## src/rtl/adder_tree_pipe_pkg.sv

```systemverilog
// -----------------------------------------------------------------------------
// adder_tree_pkg
// Shared compile-time helpers for the pipelined adder tree: ceiling log2,
// tree depth, full-precision sum width, and per-level element width/count.
// Also holds the control sideband type carried alongside the tree data.
// -----------------------------------------------------------------------------
package adder_tree_pkg;

    // Ceiling log2; clog2(1) = 0.
    function automatic int clog2(input int n);
        int r;
        int v;
        r = 0;
        v = 1;
        while (v < n) begin
            v = v * 2;
            r = r + 1;
        end
        return r;
    endfunction

    // Number of pairwise-add levels needed to reduce num_in operands to one.
    function automatic int levels(input int num_in);
        return clog2(num_in);
    endfunction

    // Width that holds num_in operands plus the bias without overflow.
    function automatic int sum_w(input int in_w, input int num_in);
        return in_w + clog2(num_in + 1);
    endfunction

    // Width of each element entering tree level lvl.
    function automatic int level_w(input int in_w, input int lvl);
        return in_w + lvl;
    endfunction

    // Number of elements entering tree level lvl: ceil(num_in / 2^lvl).
    function automatic int level_n(input int num_in, input int lvl);
        return (num_in + (1 << lvl) - 1) >> lvl;
    endfunction

    // Per-beat control carried down the pipe next to the tree data.
    typedef struct packed {
        logic valid;
        logic relu_en;
    } ctl_t;

endpackage

```

## src/rtl/adder_tree_pipe_if.sv

```systemverilog
// -----------------------------------------------------------------------------
// adder_tree_pipe_if
// Valid/ready stream bundle for adder_tree_pipe. Signal names keep the i_/o_
// direction prefix as seen from the pipe itself.
//   i_valid/o_ready     upstream handshake
//   i_data              NUM_IN packed operands, operand k at [k*IN_W +: IN_W]
//   i_bias, i_relu_en   sideband sampled with the beat
//   o_valid/i_ready     downstream handshake
//   o_data              OUT_W-bit activation
// slave  = the pipe's view; master = the producer/consumer environment.
// -----------------------------------------------------------------------------
interface adder_tree_pipe_if #(
    parameter int NUM_IN = 9,
    parameter int IN_W   = 20,
    parameter int OUT_W  = 10
);
    logic                     i_valid;
    logic                     o_ready;
    logic [NUM_IN*IN_W-1:0]   i_data;
    logic [IN_W-1:0]          i_bias;
    logic                     i_relu_en;
    logic                     o_valid;
    logic                     i_ready;
    logic [OUT_W-1:0]         o_data;

    modport slave (
        input  i_valid, i_data, i_bias, i_relu_en, i_ready,
        output o_ready, o_valid, o_data
    );

    modport master (
        output i_valid, i_data, i_bias, i_relu_en, i_ready,
        input  o_ready, o_valid, o_data
    );
endinterface

```

## src/rtl/adder_tree_pipe_level.sv

```systemverilog
// -----------------------------------------------------------------------------
// adder_tree_level
// One registered level of the adder tree: adds adjacent pairs of N_IN signed
// W_IN-bit elements into ceil(N_IN/2) elements of W_IN+1 bits. An odd last
// element is sign-extended and passed through the same register.
//   i_clk, i_rst_n   clock, asynchronous active-low reset
//   i_en             advance enable (low = hold, pipe stalled)
//   i_data           N_IN packed elements, element k at [k*W_IN +: W_IN]
//   o_data           N_OUT packed elements of W_OUT bits
// -----------------------------------------------------------------------------
module adder_tree_level
    import adder_tree_pkg::*;
#(
    parameter int N_IN  = 9,
    parameter int W_IN  = 20,
    localparam int N_OUT = level_n(N_IN, 1),
    localparam int W_OUT = level_w(W_IN, 1)
) (
    input  logic                   i_clk,
    input  logic                   i_rst_n,
    input  logic                   i_en,
    input  logic [N_IN*W_IN-1:0]   i_data,
    output logic [N_OUT*W_OUT-1:0] o_data
);

    logic [N_OUT*W_OUT-1:0] w_next;
    logic [N_OUT*W_OUT-1:0] r_data;

    for (genvar k = 0; k < N_OUT; k++) begin : g_elem
        logic [W_IN-1:0] w_a;
        assign w_a = i_data[2*k*W_IN +: W_IN];

        if (2 * k + 1 < N_IN) begin : g_pair
            logic [W_IN-1:0] w_b;
            assign w_b = i_data[(2*k+1)*W_IN +: W_IN];
            // One extra bit on each side makes the pairwise sum exact.
            assign w_next[k*W_OUT +: W_OUT] = {w_a[W_IN-1], w_a} + {w_b[W_IN-1], w_b};
        end else begin : g_odd
            assign w_next[k*W_OUT +: W_OUT] = {w_a[W_IN-1], w_a};
        end
    end

    // NOTE: sequential state uses non-blocking (<=) so every register samples
    // pre-edge values and simulation order between always_ff blocks is irrelevant.
    // NOTE: data registers are reset too, so o_data reads 0 after reset rather
    // than stale values from before it.
    always_ff @(posedge i_clk or negedge i_rst_n) begin
        if (!i_rst_n) begin
            r_data <= '0;
        end else if (i_en) begin
            r_data <= w_next;
        end
    end

    assign o_data = r_data;

endmodule

```

## src/rtl/adder_tree_pipe.sv

```systemverilog
// -----------------------------------------------------------------------------
// adder_tree_pipe
// Pipelined signed adder tree: sums NUM_IN fixed-point products plus a bias,
// then rounds, shifts right by SHIFT, applies optional ReLU and saturates (or
// wraps) to OUT_W bits. One register per tree level plus one output register,
// so a beat emerges LEVELS+1 register stages after it is accepted.
//   i_clk, i_rst_n   clock, asynchronous active-low reset
//   bus              adder_tree_pipe_if slave: valid/ready in and out, operands,
//                    bias, relu enable, result
// Backpressure is global: when the output holds a beat the consumer has not
// taken, every stage freezes and o_ready drops.
// -----------------------------------------------------------------------------
module adder_tree_pipe
    import adder_tree_pkg::*;
#(
    parameter int NUM_IN   = 9,
    parameter int IN_W     = 20,
    parameter int OUT_W    = 10,
    parameter int SHIFT    = 10,
    parameter int ROUND_EN = 1,
    parameter int SAT_EN   = 1
) (
    input  logic                i_clk,
    input  logic                i_rst_n,
    adder_tree_pipe_if.slave    bus
);

    localparam int LEVELS = levels(NUM_IN);
    localparam int SUM_W  = sum_w(IN_W, NUM_IN);
    localparam int TREE_W = level_w(IN_W, LEVELS);
    // One bit above SUM_W so the rounding increment can never overflow.
    localparam int FW     = SUM_W + 1;

    localparam logic signed [FW-1:0] RND_ADD =
        (ROUND_EN != 0 && SHIFT > 0) ? (FW'(1) << ((SHIFT > 0) ? SHIFT - 1 : 0)) : '0;
    localparam logic signed [FW-1:0] SAT_MAX = FW'((64'sd1 <<< (OUT_W - 1)) - 64'sd1);
    localparam logic signed [FW-1:0] SAT_MIN = -SAT_MAX - FW'(1);

    logic                    w_stall;
    logic                    w_en;
    logic [TREE_W-1:0]       w_tree_sum;

    ctl_t                    r_ctl  [LEVELS];
    logic [IN_W-1:0]         r_bias [LEVELS];

    logic signed [FW-1:0]    w_sum;
    logic signed [FW-1:0]    w_rnd;
    logic signed [FW-1:0]    w_shr;
    logic signed [FW-1:0]    w_act;
    logic [OUT_W-1:0]        w_result;

    logic                    r_out_valid;
    logic [OUT_W-1:0]        r_out_data;

    // A beat sitting at the output that is not being taken freezes the pipe.
    assign w_stall     = r_out_valid && !bus.i_ready;
    assign w_en        = !w_stall;
    assign bus.o_ready = w_en;
    assign bus.o_valid = r_out_valid;
    assign bus.o_data  = r_out_data;

    // ---------------------------------------------------------------- tree
    for (genvar g = 0; g < LEVELS; g++) begin : g_tree
        logic [level_n(NUM_IN, g) * level_w(IN_W, g) - 1:0]         w_in;
        logic [level_n(NUM_IN, g + 1) * level_w(IN_W, g + 1) - 1:0] w_out;

        if (g == 0) begin : g_first
            assign w_in = bus.i_data;
        end else begin : g_next
            assign w_in = g_tree[g-1].w_out;
        end

        adder_tree_level #(
            .N_IN (level_n(NUM_IN, g)),
            .W_IN (level_w(IN_W, g))
        ) u_level (
            .i_clk   (i_clk),
            .i_rst_n (i_rst_n),
            .i_en    (w_en),
            .i_data  (w_in),
            .o_data  (w_out)
        );
    end

    assign w_tree_sum = g_tree[LEVELS-1].w_out;

    // ------------------------------------------- valid / bias / relu delay
    // Stage 0 samples alongside the first tree level, so entry j lines up
    // with the output of tree level j.
    always_ff @(posedge i_clk or negedge i_rst_n) begin
        if (!i_rst_n) begin
            for (int j = 0; j < LEVELS; j++) begin
                r_ctl[j]  <= '0;
                r_bias[j] <= '0;
            end
        end else if (w_en) begin
            r_ctl[0]  <= '{valid: bus.i_valid, relu_en: bus.i_relu_en};
            r_bias[0] <= bus.i_bias;
            for (int j = 1; j < LEVELS; j++) begin
                r_ctl[j]  <= r_ctl[j-1];
                r_bias[j] <= r_bias[j-1];
            end
        end
    end

    // --------------------------------------------------------- final stage
    // NOTE: every signal driven here gets a value on every path (defaults
    // first), otherwise synthesis infers latches.
    always_comb begin
        w_sum    = '0;
        w_rnd    = '0;
        w_shr    = '0;
        w_act    = '0;
        w_result = '0;

        w_sum = {{(FW-TREE_W){w_tree_sum[TREE_W-1]}}, w_tree_sum}
              + {{(FW-IN_W){r_bias[LEVELS-1][IN_W-1]}}, r_bias[LEVELS-1]};
        w_rnd = w_sum + RND_ADD;
        w_shr = w_rnd >>> SHIFT;

        w_act = w_shr;
        if (r_ctl[LEVELS-1].relu_en && w_shr[FW-1]) begin
            w_act = '0;
        end

        if (SAT_EN != 0) begin
            if (w_act > SAT_MAX) begin
                w_result = SAT_MAX[OUT_W-1:0];
            end else if (w_act < SAT_MIN) begin
                w_result = SAT_MIN[OUT_W-1:0];
            end else begin
                w_result = w_act[OUT_W-1:0];
            end
        end else begin
            w_result = w_act[OUT_W-1:0];
        end
    end

    always_ff @(posedge i_clk or negedge i_rst_n) begin
        if (!i_rst_n) begin
            r_out_valid <= 1'b0;
            r_out_data  <= '0;
        end else if (w_en) begin
            r_out_valid <= r_ctl[LEVELS-1].valid;
            r_out_data  <= w_result;
        end
    end

endmodule

```

## src/flat_wrapper.sv

```systemverilog
// flat-port wrapper written by rule: the top's interface ports become plain ports
module adder_tree_pipe_flat import adder_tree_pkg::*;
#(
    parameter int NUM_IN   = 9,
    parameter int IN_W     = 20,
    parameter int OUT_W    = 10,
    parameter int SHIFT    = 10,
    parameter int ROUND_EN = 1,
    parameter int SAT_EN   = 1
)
  (i_clk, i_rst_n, bus_i_valid, bus_i_data, bus_i_bias, bus_i_relu_en, bus_i_ready, bus_o_ready, bus_o_valid, bus_o_data);
  adder_tree_pipe_if #(.NUM_IN(NUM_IN), .IN_W(IN_W), .OUT_W(OUT_W)) bus_i ();
  input  logic i_clk;
  input  logic i_rst_n;
  input wire logic [$bits(bus_i.i_valid)-1:0] bus_i_valid;
  input wire logic [$bits(bus_i.i_data)-1:0] bus_i_data;
  input wire logic [$bits(bus_i.i_bias)-1:0] bus_i_bias;
  input wire logic [$bits(bus_i.i_relu_en)-1:0] bus_i_relu_en;
  input wire logic [$bits(bus_i.i_ready)-1:0] bus_i_ready;
  output wire logic [$bits(bus_i.o_ready)-1:0] bus_o_ready;
  output wire logic [$bits(bus_i.o_valid)-1:0] bus_o_valid;
  output wire logic [$bits(bus_i.o_data)-1:0] bus_o_data;
  assign bus_i.i_valid = bus_i_valid;
  assign bus_i.i_data = bus_i_data;
  assign bus_i.i_bias = bus_i_bias;
  assign bus_i.i_relu_en = bus_i_relu_en;
  assign bus_i.i_ready = bus_i_ready;
  assign bus_o_ready = bus_i.o_ready;
  assign bus_o_valid = bus_i.o_valid;
  assign bus_o_data = bus_i.o_data;
  adder_tree_pipe #(.NUM_IN(NUM_IN), .IN_W(IN_W), .OUT_W(OUT_W), .SHIFT(SHIFT), .ROUND_EN(ROUND_EN), .SAT_EN(SAT_EN)) u_core (.i_clk(i_clk), .i_rst_n(i_rst_n), .bus(bus_i));
endmodule
```

## config.mk

```make
export PLATFORM = sky130hd
export DESIGN_NAME = adder_tree_pipe_flat
export DESIGN_NICKNAME = d
export VERILOG_FILES = /design/src/rtl/adder_tree_pipe_pkg.sv /design/src/rtl/adder_tree_pipe_if.sv /design/src/rtl/adder_tree_pipe_level.sv /design/src/rtl/adder_tree_pipe.sv /design/src/flat_wrapper.sv
export SDC_FILE = /design/constraint.sdc
export NUM_CORES = 1
export LEC_CHECK = 0
export ABC_CLOCK_PERIOD_IN_PS = 5700
export CAP_MARGIN = 15
export CORE_ASPECT_RATIO = 1.25
export CORE_MARGIN = 2
export CORE_UTILIZATION = 53
export DETAILED_ROUTE_END_ITERATION = 8
export GPL_ROUTABILITY_DRIVEN = 0
export GPL_TIMING_DRIVEN = 0
export HOLD_SLACK_MARGIN = 0.08
export PLACE_DENSITY = 0.75
export SLEW_MARGIN = 20
export SYNTH_ARGS = -nofsm -noshare
export SYNTH_HDL_FRONTEND = slang
export SYNTH_SLANG_ARGS = --single-unit
```

## constraint.sdc

```tcl
create_clock -name i_clk -period 5.7 [get_ports i_clk]
set_input_delay 0.855 -clock i_clk [delete_from_list [all_inputs] [get_ports i_clk]]
set_output_delay 0.855 -clock i_clk [all_outputs]
set_load 0.02 [all_outputs]
```

==> results.tsv, run 1 <==
stage	metric	value	unit
grt	grt_pass1_wl	89300	um
yosys	synth_nets	2800	
pwr	swShare	43.0	%
place	place_inst	3086	
die	die_width	180	um
yosys	syn_area	0.0205	mm^2
die	num_io_pins	217	
route	totalWireLength	55000	um
clock_network	ctsHoldBuffers	0	
grt	grt.total_usage	27.2	%
clock_network	cts_resized	0	
timing	whs	347	ps
timing	slew_violations	0	
grt	overflow	0	
setup_path	setup.worst_path.start	bus_i_ready	
yosys	synthArstFlopShare	100	%
job	drv_cap	0	
setup_path	ff2ff_setup_slack	2320	ps
grt	grt_pass1_vias	18100	
place	port_buffers	216	
pwr	power_frac_comb	54.1	%
setup_path	cp-end-kind	output port	
setup_path	worstPathArrival	4380	ps
timing	rsz0062_at_grt	false	
pwr	p_clk_share	17.4	%
route	num_vias	18100	
yosys	yosysUniqueCellTypes	73	
cells_and_area	layout_commonest_cell	nand2_1	
pwr	p_per_area	608	mW/mm^2
cells_and_area	nets	3057	
timing	relSlewSlack	33.2	%
cells_and_area	final_cell_count_no_fill	3154	
clock_network	cts_root_buffer	clkbuf_16	
die	initial_core_util	53.8	%
pwr	seqPwrFrac	28.5	%
worst_hold_path	hp-class	input pin to asynchronous set/reset pin	
place	dpl_cell_area	0.0234	mm^2
die	die_height	224	um
grt	grt_max_degree	103	
timing	setup_viol	0	
route	drc	0	
route	postRouteAntennaNets	0	
setup_path	cp-start-kind	input pin	
setup_path	crit_required	4850	ps
pwr	p_switching	6470	uW
timing	post-route-min-period	5240	ps
cells_and_area	final_cell_mix	nand2_1, dfrtp_1, clkdlybuf4s50_1, ha_1, a21oi_1	
cells_and_area	drive_gt1_share	3.50	%
pwr	leakage	0.0116	uW
yosys	synthFlopType	dfrtp_1	
clock_network	clk_latency	540	ps
setup_path	critPathMaxFanout	11	
die	core_area	0.0381	mm^2
pwr	power.internal	8560	uW
timing	finalCritPeriodShare	91.9	%
die	dieArea	0.0403	mm^2
clock_network	cts.sinks	334	
timing	hold_viol_final	0	
yosys	avgSynthCellArea	8.63	um^2
yosys	synthCells	2375	
cells_and_area	syn2layout_area_growth	20.4	%
route	wl_per_cell	17.4	um
setup_path	critical_path_class	input pin to output port	
setup_path	reg2regPathDepth	12	
yosys	ys_seq_area_share	40.8	%
timing	tightest_slew	1000	ps
clock_network	cts_made_buffers	36	
timing	fmax	0.191	GHz
route	vias_per_cell	5.74	
yosys	synth_edf_count	0	
pwr	ir_drop	0.255	mV
cells_and_area	fillers	3159	
place	hpwl	41800	um
setup_path	r2r_start	u_core.g_tree[3].u_level.o_data[3]	
clock_network	post_cts_buffers	0	
route	dr.pass1.iters	6	
clock_network	htreeDepth	2	
grt	antenna_found_initial	1	
yosys	synth_warnings	0	
route	initialDrtViolationCount	1256	
clock_network	clkTransAtPathRegs	60	ps
clock_network	clk_path_buf_depth	3	
timing	finalClockSkew	16.7	ps
clock_network	cts_tree	built	
cells_and_area	utilization	64.8	%
cells_and_area	design_area	0.0247	mm^2
die	rows	80	
run_status	status	finished clean	
yosys	yosys_register_bits	334	
-- synth_stat cells (5+ instances only) --
cell type	number	area, um^2
nor3b_1	13	97.6
xnor2_1	60	526
a31oi_1	15	93.8
or3_1	15	93.8
xor2_1	62	543
o21ai_0	108	541
a21oi_1	206	1030
or2_2	12	75.1
a21boi_0	9	67.6
nor2_1	188	706
buf_1	7	26.3
dfrtp_1	334	8360
inv_1	79	297
nand2_1	588	2210
clkbuf_1	71	267
and3_1	21	131
ha_1	212	2650
o21a_1	21	158
nand3b_1	5	37.5
o32ai_1	9	78.8
o21ai_1	5	25.0
fa_1	8	160
o31ai_1	32	240
a211oi_1	16	120
nor2b_1	22	138
and2_1	9	56.3
nor3_1	38	190
o2111ai_1	5	43.8
a21o_1	43	323
nand2b_1	15	93.8
o21bai_1	15	113
nand4_1	11	68.8
nand3_1	32	160
a211o_1	7	61.3
o211ai_1	16	120
-- critical path, cell delays in order --
cell	delay, ps
clkdlybuf4s50_1	460
nor2b_1	40
clkbuf_1	230
clkinv_1	240
clkbuf_1	530
clkbuf_1	810
clkbuf_1	450
clkdlybuf4s50_1	750
-- stage by stage --
| step | setup TNS [ps] | setup slack, ps | total power [uW] |
|---|---|---|---|
| final | 0 | 463 | 15000 |
| after global routing | 0 | 407 | 16200 |
| after CTS | 0 | 576 | 15000 |
| after detailed placement | 0 | 582 | 12200 |
| after global placement | -3383030 | -10170 | 11900 |
| after floorplan | 0 | 2640 | 10100 |
-- final timing paths --
check	to
min in group i_clk	u_core.g_tree[2].u_level.o_data[36]
worst min register to register	u_core.g_tree[2].u_level.o_data[36]
worst min-delay path	u_core.g_tree[0].u_level.o_data[84]
max in group asynchronous	u_core.g_tree[0].u_level.o_data[62]
worst max register to register	u_core.bus.o_data[0]
worst max-delay path	bus_o_ready
-- power by group through the flow --
stage          Sequential, uW  Clock [uW]  Combinational [uW]
2_1_floorplan            4010           0                6040
3_3_place_gp             4270           0                7670
3_5_place_dp             4280           0                7970
4_1_cts                  4260        2630                8060
5_1_grt                  4380        2740                9110
6_report                 4280        2610                8140
-- area by class of cell --
cell class | instances | area [um^2] | share of cell area, %
Timing Repair Buffer | 219 | 2250 | 9.11
Sequential cell | 334 | 8360 | 33.8
Antenna cell | 2 | 5.00 | 0.0203
Buffer | 78 | 294 | 1.19
Clock buffer | 49 | 1020 | 4.13
Tap cell | 492 | 616 | 2.49
Multi-Input combinational cell | 1883 | 11600 | 46.8
Clock inverter | 17 | 300 | 1.22
Inverter | 80 | 300 | 1.22
-- logic make-up (layout without fill, tap and decap cells) --
group / count (synthesis) / count (layout) / synth area share (%)
other cells: 0 / 2 / 0
buf+inv: 158 / 443 / 2.89
mux: 4 / 4 / 0.201
compound gates: 551 / 551 / 16.8
simple gates: 986 / 986 / 20.5
fa+ha+maj: 220 / 220 / 13.7
flops: 334 / 334 / 40.8
xor+xnor: 122 / 122 / 5.21
-- state kept, by name, summed over array words and instances, names as in the netlist --
name,count
u_core.g_tree.u_level.o_data,235
u_core.r_bias,80
u_core.bus.o_data,10
u_core.r_ctl,8
u_core.bus.o_valid,1
-- layer usage --
| metal | up-vias | wire, um | GRT usage (%) |
|---|---|---|---|
| met5 | - | 0 | 1.33 |
| met2 | 578 | 26800 | 47.6 |
| met4 | 0 | 2180 | 11.0 |
| met3 | 129 | 3440 | 4.32 |
| li1 | 8716 | - | - |
| met1 | 8690 | 22500 | 33.6 |
Power figures use the tool's default switching activity.
==> run 2: changes to the inputs <==
ABC_CLOCK_PERIOD_IN_PS = 5100   (was 5700)
CAP_MARGIN = not set   (was 15)
clock period = 5.1 ns   (was 5.7 ns; I/O delays follow)
==> run 2 against run 1 <==
  * Setup slack worse by 85 ps
  * Clock power grew 12%
  * Sequential cell count is the same
  * First-iteration DRC count down 0.32%
  * Register-to-register slack worse by 610 ps
==> results.tsv, run 2 (same netlist as run 1, synthesis figures left out) <==
stage	metric	value	unit	change
run_status	status	finished clean		unchanged
cells_and_area	multi_input_area	0.0116	mm^2	unchanged
clock_network	clk_path_buf_depth	3		unchanged
timing	tightest_slew	1000	ps	about the same
clock_network	post_cts_buffers	0		unchanged
cells_and_area	fillers	3159		unchanged
cells_and_area	utilization	64.8	%	about the same
die	num_io_pins	217		unchanged
clock_network	cts_tree	built		unchanged
cells_and_area	largest_reg_flops	235		unchanged
clock_network	cts_made_buffers	36		unchanged
die	die_height	224	um	unchanged
route	drc	0		unchanged
setup_path	cp-end-kind	output port		unchanged
pwr	p_per_area	680	mW/mm^2	was 608 mW/mm^2
place	hpwl	41800	um	unchanged
timing	post-route-min-period	4720	ps	
cells_and_area	nets	3057		unchanged
route	initialDrtViolationCount	1252		was 1256
clock_network	ctsHoldBuffers	0		unchanged
grt	grt_pass1_wl	89300	um	unchanged
clock_network	htreeDepth	2		unchanged
timing	finalCritPeriodShare	92.6	%	
setup_path	critPathMaxFanout	11		unchanged
timing	relSlewSlack	33.2	%	about the same
grt	grt_pass1_vias	18100		unchanged
pwr	leakage	0.0116	uW	about the same
cells_and_area	drive_gt1_share	3.53	%	was 3.50%
setup_path	worstPathArrival	3960	ps	was 4380 ps
timing	setup_viol	0		unchanged
clock_network	cts.sinks	334		unchanged
timing	slew_violations	0		unchanged
cells_and_area	syn2layout_area_growth	20.5	%	was 20.4%
cells_and_area	final_cell_mix	nand2_1, dfrtp_1, clkdlybuf4s50_1, ha_1, a21oi_1		unchanged
job	drv_cap	0		unchanged
pwr	ir_drop	0.285	mV	was 0.255 mV
grt	antenna_found_initial	1		unchanged
route	dr.pass1.iters	6		unchanged
die	core_area	0.0381	mm^2	unchanged
clock_network	cts_root_buffer	clkbuf_16		unchanged
grt	grt.total_usage	27.2	%	unchanged
timing	rsz0062_at_grt	false		unchanged
grt	grt_max_degree	103		unchanged
setup_path	setup.worst_path.start	bus_i_ready		unchanged
route	postRouteAntennaNets	0		unchanged
setup_path	cp-start-kind	input pin		unchanged
clock_network	clk_latency	540	ps	about the same
cells_and_area	seqCellArea	0.00836	mm^2	unchanged
worst_hold_path	hp-class	input pin to asynchronous set/reset pin		unchanged
cells_and_area	layout_commonest_cell	nand2_1		unchanged
timing	finalClockSkew	16.5	ps	was 16.7 ps
place	port_buffers	216		unchanged
timing	hold_viol_final	0		unchanged
die	dieArea	0.0403	mm^2	unchanged
route	totalWireLength	55000	um	about the same
setup_path	critical_path_class	input pin to output port		unchanged
grt	overflow	0		unchanged
route	wl_per_cell	17.4	um	about the same
clock_network	clkTransAtPathRegs	60	ps	about the same
setup_path	r2r_start	u_core.g_tree[3].u_level.o_data[3]		unchanged
setup_path	crit_required	4340	ps	was 4850 ps
route	vias_per_cell	5.74		about the same
die	initial_core_util	53.8	%	unchanged
die	rows	80		unchanged
route	num_vias	18100		about the same
timing	fmax	0.212	GHz	
die	die_width	180	um	unchanged
timing	whs	257	ps	was 347 ps
-- run 2: worst paths after layout --
kind                                                  endpoint  slack, ps  cells past startpoint
setup / recovery                                   bus_o_ready        380                      8
hold / removal             u_core.g_tree[0].u_level.o_data[84]        260                      1
setup reg to reg                          u_core.bus.o_data[0]       1710                     12
max in group asynchronous  u_core.g_tree[0].u_level.o_data[62]       3620                      3
min in group i_clk         u_core.g_tree[2].u_level.o_data[36]        470                      2
hold reg to reg            u_core.g_tree[2].u_level.o_data[36]        470                      2
-- run 2: through the flow --
step	setup TNS [ps]	area [um^2]	cells	setup slack (ps)	power (uW)
after floorplan	0	20500	2375	2130	11200
after global placement	-3553370	23300	3083	-10680	13300
after detailed placement	0	23400	3086	162	13700
after CTS	0	24700	3152	156	16700
after global routing	0	24700	3152	270	18100
final	0	24700	3154	378	16800
-- run 2: layout make-up --
cell class,instances,area share [%]
Clock inverter,17,1.22
Multi-Input combinational cell,1883,46.8
Tap cell,492,2.49
Clock buffer,49,4.13
Inverter,80,1.22
Antenna cell,2,0.0203
Timing Repair Buffer,219,9.11
Sequential cell,334,33.8
Buffer,78,1.20
-- run 2: power by group --
part	switching (uW)	internal [uW]
logic	5260	3850
clock network	1100	1820
registers	879	3900
total	7240	9570
-- run 2: layer usage --
metal / track usage [%] / share of wire [%]
met1: 33.6 / 41
met2: 47.6 / 49
met3: 4.32 / 6.0
met4: 11.0 / 3.9
met5: 1.33 / 0
-- run 2: repair_timing --
action	CTS	global route
resized for setup	0	3
setup endpoints to repair	0	1
endpoints found under the hold margin	0	0
-- run 2: critical path, cell delays in order --
cell and delay, ps:
clkdlybuf4s50_1 460, nor2b_1 40, clkbuf_1 230, clkinv_1 240, clkbuf_1 540, clkbuf_2 510, clkbuf_1 420, clkdlybuf4s50_1 750
==> run 3: changes to the inputs <==
MAX_ROUTING_LAYER = met4   (was not set)
==> run 3 against run 2 <==
  * Count of clock-buffer cells in the layout unchanged
  * Clock power hardly changed
  * Combinational power barely moved
  * Cell count about the same
  * Sequential power about the same
  * Hold slack better by 11 ps
  * Power about the same
  * Die area stayed put
  * Sequential cell count stayed put
  * Non-clock buffer count unchanged
  * Critical path type unchanged
  * Critical endpoint unchanged
  * Highest routed layer unchanged
==> results.tsv, run 3 (same netlist as run 1, synthesis figures left out) <==
stage	metric	value	unit	change
run_status	status	finished clean		unchanged
route	postRouteAntennaNets	0		unchanged
die	num_io_pins	217		unchanged
setup_path	ff2ff_setup_slack	1740	ps	was 1710 ps
place	port_buffers	216		unchanged
timing	relSlewSlack	34.0	%	was 33.2%
route	initialDrtViolationCount	1203		was 1252
clock_network	clk_path_buf_depth	3		unchanged
setup_path	critical_path_class	input pin to output port		unchanged
place	hpwl	41800	um	unchanged
pwr	p_per_area	680	mW/mm^2	about the same
timing	slew_violations	0		unchanged
grt	antenna_found_initial	1		unchanged
die	die_height	224	um	unchanged
setup_path	critPathMaxFanout	11		unchanged
route	dr.pass1.iters	5		was 6
grt	grt_pass1_wl	89300	um	about the same
setup_path	r2r_start	u_core.g_tree[3].u_level.o_data[3]		unchanged
timing	finalSetupTns	0	ps	unchanged
route	drc	0		unchanged
clock_network	htreeDepth	2		unchanged
timing	tightest_slew	990	ps	was 1000 ps
job	drv_cap	0		unchanged
cells_and_area	largest_reg_flops	235		unchanged
cells_and_area	layout_commonest_cell	nand2_1		unchanged
route	wl_per_cell	17.5	um	was 17.4 um
setup_path	reg2regPathDepth	12		unchanged
grt	grt_pass1_vias	18000		was 18.1k
die	dieArea	0.0403	mm^2	unchanged
pwr	ir_drop	0.285	mV	about the same
place	dpl_cell_area	0.0234	mm^2	unchanged
cells_and_area	syn2layout_area_growth	20.5	%	about the same
die	die_width	180	um	unchanged
timing	rsz0062_at_grt	false		unchanged
cells_and_area	final_cell_mix	nand2_1, dfrtp_1, clkdlybuf4s50_1, ha_1, a21oi_1		unchanged
pwr	leakage	0.0116	uW	unchanged
clock_network	clk_latency	540	ps	about the same
setup_path	cp-start-kind	input pin		unchanged
clock_network	cts.sinks	334		unchanged
route	num_vias	18100		about the same
cells_and_area	utilization	64.8	%	about the same
setup_path	timing.rr.end	u_core.bus.o_data[0]		unchanged
route	vias_per_cell	5.74		about the same
timing	hold_viol_final	0		unchanged
timing	post-route-min-period	4690	ps	was 4720 ps
timing	finalClockSkew	16.9	ps	was 16.5 ps
grt	grt_max_degree	103		unchanged
clock_network	cts_made_buffers	36		unchanged
clock_network	cts_root_buffer	clkbuf_16		unchanged
cells_and_area	drive_gt1_share	3.53	%	unchanged
clock_network	post_cts_buffers	0		unchanged
worst_hold_path	hp-class	input pin to asynchronous set/reset pin		unchanged
setup_path	worstPathArrival	3920	ps	was 3960 ps
cells_and_area	nets	3057		unchanged
route	totalWireLength	55100	um	was 55000 um
setup_path	cp-end-kind	output port		unchanged
timing	fmax	0.213	GHz	was 0.212 GHz
timing	finalCritPeriodShare	91.9	%	was 92.6%
cells_and_area	design_area	0.0247	mm^2	about the same
setup_path	crit_required	4340	ps	about the same
clock_network	clkTransAtPathRegs	60	ps	about the same
clock_network	ctsHoldBuffers	0		unchanged
clock_network	cts_resized	0		unchanged
die	initial_core_util	53.8	%	unchanged
grt	overflow	0		unchanged
die	core_area	0.0381	mm^2	unchanged
die	rows	80		unchanged
grt	grt.total_usage	28.1	%	was 27.2%
clock_network	cts_tree	built		unchanged
timing	setup_viol	0		unchanged
run 3: cell type report:
cell class	instances	area [um^2]
antenna	3	7.51
buffer	78	295
clock buffer	49	1020
clock inverter	17	300
fill	3159	13400
inverter	80	300
multi-input combinational	1883	11600
sequential	334	8360
tap	492	616
timing repair buffer	219	2250
run 3: where the power goes:
part           switching (uW)  internal (uW)  total [uW]
registers                 877           3910        4780
logic                    5260           3840        9110
clock network            1090           1820        2910
run 3: through the flow:
step / std cells / hold WS [ps] / setup WS (ps) / total power [uW]
detailed placement: 3086 / 456 / 162 / 13700
global route: 3153 / 321 / 310 / 18100
finish: 3155 / 268 / 412 / 16800
floorplan: 2375 / 430 / 2130 / 11200
global placement: 3083 / 448 / -10680 / 13300
CTS: 3152 / 291 / 156 / 16700
run 3: worst max-delay path, stage by stage:
cell and delay, ps:
clkdlybuf4s50_1 460, nor2b_1 40, clkbuf_1 240, clkinv_1 250, clkbuf_1 500, clkbuf_2 490
clkbuf_1 420, clkdlybuf4s50_1 750
run 3: routing by layer:
layer	share of wire, %	wire length [um]	global-route usage, %
met2	49	26900	47.6
met4	3.6	2000	10.9
met5	0	0	-
met3	6.0	3280	4.32
met1	42	22900	33.8
run 3: how the worst max path moves through the flow:
stage / startpoint / slack [ps] / cells past startpoint / end
after global placement: i_rst_n / -10680 / 1 / u_core.g_tree[0].u_level.o_data[58]
after detailed placement: bus_i_ready / 160 / 8 / bus_o_ready
after floorplan: bus_i_data[80] / 2130 / 13 / u_core.g_tree[0].u_level.o_data[62]
after CTS: bus_i_ready / 160 / 8 / bus_o_ready
final: bus_i_ready / 410 / 8 / bus_o_ready
after global routing: bus_i_ready / 310 / 8 / bus_o_ready
